**src/rtl/chu_adsr_core.sv**
```systemverilog
// ADSR envelope generator slot core: MMIO parameter registers and a
// 32-bit envelope FSM. Optional bypass enabled by ADSR_BYPASS_EN.
module chu_adsr_core (
  input  logic        clk,
  input  logic        reset,
  input  logic        cs,
  input  logic        read,
  input  logic        write,
  input  logic [4:0]  addr,
  input  logic [31:0] wr_data,
  output logic [31:0] rd_data,
  output logic [15:0] adsr_env,
  output logic        adsr_idle
);

  localparam logic [2:0] IDLE    = 3'd0;
  localparam logic [2:0] ATTACK  = 3'd1;
  localparam logic [2:0] DECAY   = 3'd2;
  localparam logic [2:0] SUSTAIN = 3'd3;
  localparam logic [2:0] RELEASE = 3'd4;

  localparam logic [31:0] MAX = 32'h8000_0000;

  localparam logic [4:0] A_ATK  = 5'd0;
  localparam logic [4:0] A_DCY  = 5'd1;
  localparam logic [4:0] A_SUSL = 5'd2;
  localparam logic [4:0] A_SUST = 5'd3;
  localparam logic [4:0] A_REL  = 5'd4;
  localparam logic [4:0] A_CTRL = 5'd5;

  logic [31:0] atk_step;
  logic [31:0] dcy_step;
  logic [31:0] sus_level;
  logic [31:0] sus_time;
  logic [31:0] rel_step;

  logic [2:0]  state_r;
  logic [2:0]  state_n;
  logic [31:0] env_r;
  logic [31:0] env_n;
  logic [31:0] cnt_r;
  logic [31:0] cnt_n;

  logic        wr_en;
  logic        wr_ctrl;
  logic        start;
  logic        bypass;

  logic [32:0] atk_sum;
  logic [32:0] dcy_diff;
  logic [31:0] sus_clamp;
  logic [31:0] sus_limit;
  logic        atk_done;
  logic        dcy_done;
  logic        sus_done;
  logic        rel_done;

  // read strobe has no effect: reads are side-effect free
  logic unused_read;
  assign unused_read = &{1'b0, read};

  assign wr_en   = cs & write;
  assign wr_ctrl = wr_en && (addr == A_CTRL);

`ifdef ADSR_BYPASS_EN
  logic bypass_r;

  // bypass flag lives in CTRL bit1
  always_ff @(posedge clk or posedge reset) begin
    if (reset) begin
      bypass_r <= 1'b0;
    end else if (wr_ctrl) begin
      bypass_r <= wr_data[1];
    end
  end

  assign bypass = bypass_r;
`else
  assign bypass = 1'b0;
`endif

  // start is a pulse decoded from CTRL bit0; ignored while bypassed
  assign start = wr_ctrl & wr_data[0] & ~bypass;

  // parameter registers, writable at any time
  always_ff @(posedge clk or posedge reset) begin
    if (reset) begin
      atk_step  <= '0;
      dcy_step  <= '0;
      sus_level <= '0;
      sus_time  <= '0;
      rel_step  <= '0;
    end else if (wr_en) begin
      case (addr)
        A_ATK:   atk_step  <= wr_data;
        A_DCY:   dcy_step  <= wr_data;
        A_SUSL:  sus_level <= wr_data;
        A_SUST:  sus_time  <= wr_data;
        A_REL:   rel_step  <= wr_data;
        default: ;
      endcase
    end
  end

  assign atk_sum   = {1'b0, env_r} + {1'b0, atk_step};
  assign dcy_diff  = {1'b0, env_r} - {1'b0, dcy_step};
  assign sus_clamp = (sus_level > MAX) ? MAX : sus_level;
  assign sus_limit = (sus_time == 32'd0) ? 32'd1 : sus_time;

  assign atk_done = (atk_sum >= {1'b0, MAX}) || (atk_step == 32'd0);
  assign dcy_done = dcy_diff[32] ||
                    (dcy_diff[31:0] <= sus_clamp) ||
                    (dcy_step == 32'd0);
  assign sus_done = (cnt_r >= (sus_limit - 32'd1));
  assign rel_done = (env_r <= rel_step) || (rel_step == 32'd0);

  // next-state and envelope arithmetic, one transition per clock
  always_comb begin
    state_n = state_r;
    env_n   = env_r;
    cnt_n   = cnt_r;
    if (bypass) begin
      state_n = IDLE;
      env_n   = '0;
      cnt_n   = '0;
    end else if (start) begin
      state_n = ATTACK;
    end else begin
      case (state_r)
        IDLE: begin
          state_n = IDLE;
        end
        ATTACK: begin
          if (atk_done) begin
            env_n   = MAX;
            state_n = DECAY;
          end else begin
            env_n = atk_sum[31:0];
          end
        end
        DECAY: begin
          if (dcy_done) begin
            env_n   = sus_clamp;
            state_n = SUSTAIN;
            cnt_n   = '0;
          end else begin
            env_n = dcy_diff[31:0];
          end
        end
        SUSTAIN: begin
          if (sus_done) begin
            state_n = RELEASE;
          end else begin
            cnt_n = cnt_r + 32'd1;
          end
        end
        RELEASE: begin
          if (rel_done) begin
            env_n   = '0;
            state_n = IDLE;
          end else begin
            env_n = env_r - rel_step;
          end
        end
        default: begin
          state_n = IDLE;
          env_n   = '0;
        end
      endcase
    end
  end

  // FSM, envelope and sustain counter registers
  always_ff @(posedge clk or posedge reset) begin
    if (reset) begin
      state_r <= IDLE;
      env_r   <= '0;
      cnt_r   <= '0;
    end else begin
      state_r <= state_n;
      env_r   <= env_n;
      cnt_r   <= cnt_n;
    end
  end

  assign adsr_idle = (state_r == IDLE);
  assign adsr_env  = bypass ? 16'h8000 : env_r[31:16];
  assign rd_data   = {15'b0, adsr_idle, adsr_env};

endmodule
```
**config.mk**
```make
export PLATFORM = sky130hd
export DESIGN_NAME = chu_adsr_core
export DESIGN_NICKNAME = d
export VERILOG_FILES = /design/src/rtl/chu_adsr_core.sv
export SDC_FILE = /design/constraint.sdc
export NUM_CORES = 1
export LEC_CHECK = 0
export CAP_MARGIN = 20
export CORE_ASPECT_RATIO = 1.75
export CORE_MARGIN = 2
export CORE_UTILIZATION = 55
export CTS_BUF_LIST = sky130_fd_sc_hd__clkbuf_16
export DETAILED_ROUTE_END_ITERATION = 8
export PLACE_DENSITY = 0.89
export SLEW_MARGIN = 15
export SYNTH_ARGS = -nofsm -noshare
export SYNTH_HDL_FRONTEND = slang
export SYNTH_SLANG_ARGS = --single-unit
```
**constraint.sdc**
```tcl
create_clock -name clk -period 7.3 [get_ports clk]
set_input_delay 1.095 -clock clk [delete_from_list [all_inputs] [get_ports clk]]
set_output_delay 1.095 -clock clk [all_outputs]
set_load 0.05 [all_outputs]
```
After elaboration in Yosys (flattened, before gate mapping)
Index checks and enable logic that the tools add are counted.
Word-level totals
  bits in registers: 227
  input port bits: 42
  output and inout bits: 49
Operators by class
  $add $sub $neg: 5
  $lt $le $gt $ge: 5
  eq/ne operators: 15
  mux-type cells: 15
  bitwise gates (word level): 4
  reduce and logical (&&, ||, !) cells: 21
Operators by type and width (count)
  32-bit 2-to-1 mux: 7
  32-bit zero test: 4
  32-bit case mux with 4 select lines: 1
  32-bit less-or-equal comparator: 2
  32-bit case mux with 2 select lines: 1
  32-bit by 32-bit adder with 33-bit output: 1
  33-bit by 32-bit >= comparator with 1-bit output, second input constant: 1
  32-bit by 32-bit subtractor with 33-bit output: 1
  32-bit by 1-bit adder with 32-bit output, second input constant: 1
  32-bit >= comparator: 1
  32-bit > comparator, second input constant: 1
  32-bit by 1-bit subtractor with 32-bit output, second input constant: 1
  32-bit subtractor: 1
  3-bit 2-to-1 mux: 5
  3-bit inequality test, second input constant: 4
  3-bit case mux with 4 select lines: 1
  2-bit AND reduction: 6
  5-bit by 2-bit equality test with 1-bit output, second input constant: 2
  5-bit by 3-bit equality test with 1-bit output, second input constant: 2
  4-bit AND reduction: 2
  3-bit by 2-bit equality test with 1-bit output, second input constant: 2
  5-bit by 1-bit equality test with 1-bit output, second input constant: 1
  5-bit zero test: 1
  1-bit logical OR: 4
  other kinds (9): 12

Longest topological paths before layout
Gate-level depths: netlist of run 1.
  word-level depth: 8
  depth in mapped cells: 22
  mapped depth without buffers: 21

Worst setup path after synthesis of run 1
No wires, ideal clock.
  path kind: register to register
  start point: register env_r[16]
  end point: register env_r[11]
  arrival time: 4.719 ns
  slack: 2.457 ns
  stages on the path, launching flop included: 21
  path buffers: 2
  period minus slack after synthesis: 4.843 ns
  cell sequence: dfrtp_1 ha_1 clkbuf_2 a2111oi_0 o21ai_0 a221oi_2 nor4b_1 or3_1 a41oi_1 xnor2_1 ha_1 nand4_1 or3_1 a2111oi_0 o31a_1 nor4_1 or2_1 nor2_1 buf_2 o21ai_0 a211o_1
On the way
  longest elaborated chain between the ends: 6
  elaborated cells between the ends (all ways): 13
  those cells by class: add/sub (2); order compare (3); mux (4); reduce/logical (4)
RTL lines
  start: declaration: RTL line 39  | logic [31:0] env_r;
  start signal: assignment: RTL line 181  | env_r <= env_n;
  32-bit by 32-bit subtractor with 33-bit output: RTL line 106  | assign dcy_diff = {1'b0, env_r} - {1'b0, dcy_step};
  32-bit less-or-equal comparator: RTL line 112  | (dcy_diff[31:0] <= sus_clamp) ||
  1-bit logical OR: RTL line 111  | assign dcy_done = dcy_diff[32] ||
  1-bit logical OR: RTL line 112
  32-bit 2-to-1 mux: RTL line 142  | if (dcy_done) begin
  32-bit case mux with 4 select lines (*): RTL line 129  | case (state_r)
Mark *: on every way between the ends. The rest lies on a longest branch, timed or not.
A chain may end at the register's enable or synchronous reset.

Worst setup path after layout of run 1
  start point: register env_r[16]
  end point: register cnt_r[1]
On the way
  longest elaborated chain between the ends: 6
RTL lines
  32-bit by 32-bit subtractor with 33-bit output (*): RTL line 106
  32-bit less-or-equal comparator: RTL line 112
  1-bit logical OR (*): RTL line 111
  1-bit logical OR (*): RTL line 112
  2-bit inequality test (no source line) (*)
  4-bit AND reduction (no source line) (*)
  end signal: assignment: RTL line 182  | cnt_r <= cnt_n;
  end: declaration: RTL line 41  | logic [31:0] cnt_r;
Marked as above.

==> impl_metrics.env, run 1 <==
export IMPL_finalSetupViolCount=0
export IMPL_dr_first_iter_drc_count=1351
export IMPL_hold_path_endpoint="sus_time[31]"
export IMPL_crit_type="reg2reg"
export IMPL_cts_max_path_buffers=3
export IMPL_peakVddDrop_mv=0.2622
export IMPL_finalPower_uw=8052
export IMPL_hp_start="sus_time[31]"
export IMPL_max_freq_mhz=153.1
export IMPL_slew_violations=0
export IMPL_p_leak_uw=0.008877
export IMPL_slew_headroom=0.2725
export IMPL_cap_violations=0
export IMPL_n_fill_cell=2808
export IMPL_final_cell_mix="227 x dfrtp_1, 199 x nand2_1, 162 x ha_1"
export IMPL_synth_flop_cell="dfrtp_1"
export IMPL_tns_ns=0
export IMPL_hold_violations=0
export IMPL_rsz0062_at_grt="false"
export IMPL_yosysTopAreaCell="dfrtp_1"
export IMPL_num_rows=87
export IMPL_layout_drive_gt1_share=0.1028
export IMPL_slowest_delay_ns=0.60
export IMPL_post_cts_setup_buffer_count=0
export IMPL_cp_max_fo=13
export IMPL_critPathBufInv=0
export IMPL_min_period_ns=6.531
export IMPL_n_antenna_cell=0
export IMPL_top_layer="met4"
export IMPL_ys_types=88
export IMPL_place_area_sq_mm=0.01857
export IMPL_antenna_found_initial=0
export IMPL_gp_congestion=1.020
export IMPL_path_clk_slew_ns=0.06
export IMPL_wl_met1_um=19990
export IMPL_hold_buffers=0
export IMPL_die_area_sq_mm=0.03376
export IMPL_arrival_ns=6.92
export IMPL_worst_path_max_delay_cell="a21oi_1"
export IMPL_cts_tree="yes"
export IMPL_crit_family="compound AO/OA/AOI/OAI gates"
export IMPL_crit_chain="ha_1 > a2111oi_0 > o21ai_0 > a221oi_2 > nor4b_1 > or3_1 > a41oi_1 > xnor2_1 > ha_1 > nand4_1 > or3_1 > a2111oi_0 > o31a_1 > nor4_1 > nor2_2 > nand2_1 > a21oi_1 > o21ai_0"
export IMPL_holdPathStages=1
export IMPL_setup_ws_ns=0.7691
export IMPL_wl_met3_um=3089
export IMPL_ys_seq_area_frac=0.3203
export IMPL_syn_inst=1993
export IMPL_ys_async_sr_fraction=1.000
export IMPL_synth_edf_count=0
export IMPL_wl_per_cell_um=24.12
export IMPL_hold_class="reg2reg"
export IMPL_r2r_end="cnt_r[1]"
export IMPL_clock_skew_ns=0.02109
export IMPL_synthToLayoutAreaGrowth_pct=8.959
export IMPL_grt_pass1_vias=16060
export IMPL_hpwlAfterDp_um=45290
export IMPL_grt_pass1_wl_um=89130
export IMPL_synthesis_area_sq_mm=0.01774
export IMPL_period_share=0.8946
export IMPL_io_pins=91
export IMPL_ys_seq_elements=227
export IMPL_grt_max_degree=172
export IMPL_ys_top_cells_by_area="dfrtp_1 32%, ha_1 11%, mux2_2 8.1%"
export IMPL_die_h_um=241.6
export IMPL_clk_latency_ns=0.55
export IMPL_dp_worst_setup_slack_ns=1.038
export IMPL_gr_usage_all_layers=0.3397
export IMPL_htree_levels=1
export IMPL_coreArea_sq_mm=0.03200
export IMPL_wirelength_um=58450
export IMPL_clock_sink_count=227
export IMPL_cp_start_kind="flip-flop"
export IMPL_power_density_mw_per_mm2=416.7
export IMPL_post_synth_cell_area_avg_sq_um=8.900
export IMPL_outcome="completed"
export IMPL_die_w_um=139.8
export IMPL_critPathCaptureType="flip-flop"
export IMPL_yosysWarnings=0
export IMPL_drt_antenna_violating_nets=0
export IMPL_rr_startpoint="env_r[16]"
export IMPL_reg2reg_depth=18
export IMPL_drcViolationCount=0
export IMPL_final_common_cell="dfrtp_1"
export IMPL_cts_root_buf="clkbuf_16"
export IMPL_grt_overflow_total=0
export IMPL_port_buffers=74
export IMPL_dr_pass1_iters=5
export IMPL_start_util=0.5542
export IMPL_worst_ep_required_time_ns=7.69
export IMPL_postLayoutCellArea_sq_mm=0.01933
export IMPL_met2_length_um=28460
export IMPL_fin_nets=2218
export IMPL_numCtsBuffers=24
export IMPL_post_cts_resized=0
export IMPL_vias_per_cell=6.657
export IMPL_vias=16130
export IMPL_yosys_area_top_type_share=0.3203
export IMPL_rrSetupSlack_ns=0.77
export IMPL_worst_slew_pin_slew_ns=1.091
-- per-stage QoR --
| stage | cells | hold slack (ns) | util |
|---|---|---|---|
| floorplan | 2007 | 0.4699 | - |
| global placement | 2385 | 0.4891 | 0.5802 |
| detailed placement | 2385 | 0.4989 | 0.5802 |
| CTS | 2423 | 0.5075 | 0.6039 |
| global route | 2423 | 0.5229 | 0.6039 |
| finish | 2423 | 0.5134 | 0.6039 |
-- worst max path at each step --
stage	startpoint	to	slack, ns	cells after the start
2_1_floorplan	env_r[16]	env_r[11]	2.46	20
3_3_place_gp	env_r[0]	env_r[11]	1.24	22
3_5_place_dp	env_r[16]	env_r[11]	1.04	19
4_1_cts	env_r[16]	env_r[11]	1.03	19
5_1_grt	env_r[16]	env_r[11]	0.47	19
6_report	env_r[16]	cnt_r[1]	0.77	18
-- sequential cells by signal, indices dropped and copies added, names as in the netlist --
signal / flops
state_r: 3
dcy_step: 32
sus_level: 32
cnt_r: 32
atk_step: 32
rel_step: 32
env_r: 32
sus_time: 32
-- layout make-up --
type                    count  area (sq um)  share of cell area
multi-input cells        1564         11120              0.5752
flip-flops and latches    227          5680              0.2939
inverters                 103         390.4             0.02020
clock buffers              25         625.6             0.03237
well taps                 400         500.5             0.02590
repair buffers             91         880.8             0.04558
clock inverters            13         132.6            0.006863
-- metal layers --
metal | global-route usage | vias up
li1 | - | 7363
met1 | 0.3554 | 7756
met2 | 0.5835 | 713
met3 | 0.04079 | 298
met4 | 0.3165 | 0
met5 | 0 | -
-- cell usage after synthesis, drive strengths merged (36+ instances only) --
library cell    n
clkbuf         50
mux2          128
xor2           36
nand3          47
nand2         199
a21oi         161
o21ai         111
a21o           47
ha            162
dfrtp         227
nor2          117
nor4           53
inv           103
xnor2          65
buf            63
-- logic make-up (layout without fill, tap and decap cells) --
kind of cell,after synthesis,after routing,synth area share
AND/OR/NAND/NOR,590,590,0.1616
AO/OA/AOI/OAI,545,545,0.2008
flip-flops,227,227,0.3203
buffers and inverters,216,232,0.05700
adder cells (fa/ha/maj),165,165,0.1177
multiplexers,148,148,0.09255
XOR/XNOR,101,101,0.04987
other,1,15,0.0002114
-- power breakdown --
group	leakage (uW)	internal, uW	total, uW	switching (uW)
logic	0.00554	1800	4950	3150
registers	0.00296	1480	1860	380
clock network	0.000379	717	1250	530
total	0.00888	3990	8050	4060
Note: power is estimated with default switching activity, not from simulation.
==> run 2: changes to the inputs <==
- CTS_BUF_LIST: sky130_fd_sc_hd__clkbuf_16 -> default
- GPL_TIMING_DRIVEN: default -> 0
==> run 2 against run 1 <==
Against the previous run:
- fmax shrank 5.8%
- combinational power grew 6.1%
- total power grew 4.8%
- die area is the same
- sequential share of layout area shrank 0.99 points
- cell count grew 4.5%
- critical path depth grew 4
- largest cell class unchanged
- largest power group unchanged
==> impl_metrics.env, run 2 (synthesis results as in run 1) <==
export IMPL_outcome="completed"
export IMPL_tns_ns=0
export IMPL_met2_length_um=29980
export IMPL_final_util=0.6250
export IMPL_grt_overflow_total=0
export IMPL_vias_per_cell=6.692
export IMPL_critical_path_endpoint="env_r[22]"
export IMPL_clock_sink_count=227
export IMPL_port_buffers=74
export IMPL_crit_type="reg2reg"
export IMPL_die_h_um=241.6
export IMPL_worst_ep_required_time_ns=7.71
export IMPL_gp_congestion=1.095
export IMPL_finalSetupViolCount=0
export IMPL_synthToLayoutAreaGrowth_pct=12.77
export IMPL_slew_violations=0
export IMPL_dr_pass1_iters=8
export IMPL_wl_met1_um=22040
export IMPL_cp_max_fo=10
export IMPL_grt_pass1_wl_um=96050
export IMPL_arrival_ns=7.34
export IMPL_gr_usage_all_layers=0.3662
export IMPL_cap_violations=0
export IMPL_r2r_end="env_r[22]"
export IMPL_cts_tree="yes"
export IMPL_cts_root_buf="clkbuf_16"
export IMPL_num_rows=87
export IMPL_n_antenna_cell=0
export IMPL_rr_startpoint="env_r[0]"
export IMPL_p_leak_uw=0.009238
export IMPL_post_cts_resized=0
export IMPL_slowest_delay_ns=0.68
export IMPL_multi_input_area_sq_mm=0.01110
export IMPL_path_clk_slew_ns=0.07
export IMPL_grt_pass1_vias=16780
export IMPL_hold_class="reg2reg"
export IMPL_dr_first_iter_drc_count=1425
export IMPL_final_common_cell="dfrtp_1"
export IMPL_layout_drive_gt1_share=0.1243
export IMPL_clk_latency_ns=0.57
export IMPL_period_share=0.9502
export IMPL_die_area_sq_mm=0.03376
export IMPL_critPathCaptureType="flip-flop"
export IMPL_rsz0062_at_grt="false"
export IMPL_post_cts_setup_buffer_count=0
export IMPL_rrSetupSlack_ns=0.36
export IMPL_numCtsBuffers=24
export IMPL_power_density_mw_per_mm2=422.0
export IMPL_hold_buffers=0
export IMPL_regArea_sq_mm=0.005680
export IMPL_startpoint="env_r[0]"
export IMPL_hpwlAfterDp_um=49690
export IMPL_htree_levels=1
export IMPL_peakVddDrop_mv=0.4054
export IMPL_top_layer="met4"
export IMPL_worst_path_max_delay_cell="a311oi_2"
export IMPL_dp_worst_setup_slack_ns=0.6748
export IMPL_n_fill_cell=2688
export IMPL_grt_max_degree=39
export IMPL_hold_violations=0
export IMPL_drt_antenna_violating_nets=0
export IMPL_wirelength_um=63260
export IMPL_vias=16950
export IMPL_slew_headroom=0.3598
export IMPL_crit_chain="inv_1 > ha_1 > inv_1 > fa_1 > a21o_1 > nand4_1 > a2111oi_1 > a311oi_2 > a21oi_2 > a21o_1 > a221oi_1 > ha_1 > nand4_1 > or3_1 > a2111oi_0 > o31a_1 > nor4_1 > nor2_2 > clkbuf_1 > a21oi_1 > o21ai_0 > nand3_1"
export IMPL_cp_start_kind="flip-flop"
export IMPL_antenna_found_initial=1
export IMPL_wl_per_cell_um=24.98
export IMPL_max_freq_mhz=144.2
export IMPL_reg2reg_depth=22
export IMPL_fin_nets=2321
export IMPL_whs_ns=0.5160
export IMPL_worst_slew_pin_slew_ns=0.9530
export IMPL_final_cell_mix="227 x dfrtp_1, 199 x nand2_1, 162 x ha_1"
export IMPL_io_pins=91
export IMPL_coreArea_sq_mm=0.03200
export IMPL_wl_met3_um=4258
export IMPL_min_period_ns=6.936
export IMPL_setup_ws_ns=0.3636
export IMPL_start_util=0.5542
export IMPL_clock_skew_ns=0.02696
export IMPL_die_w_um=139.8
export IMPL_cts_max_path_buffers=3
export IMPL_drcViolationCount=0
run 2: report_power, final:
group / leakage [uW] / switching (uW) / total [uW] / internal (uW)
registers: 0.00296 / 387 / 1860 / 1470
logic: 0.00588 / 3330 / 5250 / 1920
clock network: 0.000398 / 594 / 1330 / 737
run 2: worst min path at each step:
stage / startpoint / end / slack (ns) / cells past startpoint
after floorplan: cnt_r[24] / cnt_r[24] / 0.47 / 1
after global placement: cnt_r[24] / cnt_r[24] / 0.49 / 1
after detailed placement: sus_time[31] / sus_time[31] / 0.50 / 1
after CTS: sus_time[31] / sus_time[31] / 0.52 / 1
after global routing: sus_time[31] / sus_time[31] / 0.54 / 1
final: sus_time[31] / sus_time[31] / 0.52 / 1
run 2: stage by stage:
stage,power (uW),cells,cell area (sq um)
detailed placement,6912,2488,19170
floorplan,5380,2007,17790
finish,8441,2532,20000
global placement,6806,2481,19030
global route,8869,2532,20000
CTS,8254,2532,20000
run 2: cell type report:
type / instances / share of cell area
Inverter: 103 / 0.01952
Buffer: 113 / 0.03121
Clock buffer: 29 / 0.03353
Tap cell: 400 / 0.02502
Sequential cell: 227 / 0.2840
Timing Repair Buffer: 81 / 0.04360
Clock inverter: 15 / 0.008069
Multi-Input combinational cell: 1564 / 0.5551
run 2: worst max-delay path, delay by kind of cell (launching register included):
kind | cells | cell delay, ns
AOI/OAI and AO/OA | 10 | 3.51
and+or+nand+nor | 6 | 1.18
adders and majority gates | 3 | 0.90
buffers and inverters | 3 | 0.76
DFF | 1 | 0.42
run 2: metal layers:
layer  up-vias  track usage
li1       7566            -
met1      8106       0.4107
met2       936       0.6076
met3       337      0.04455
met4         0       0.3206
met5         -            0
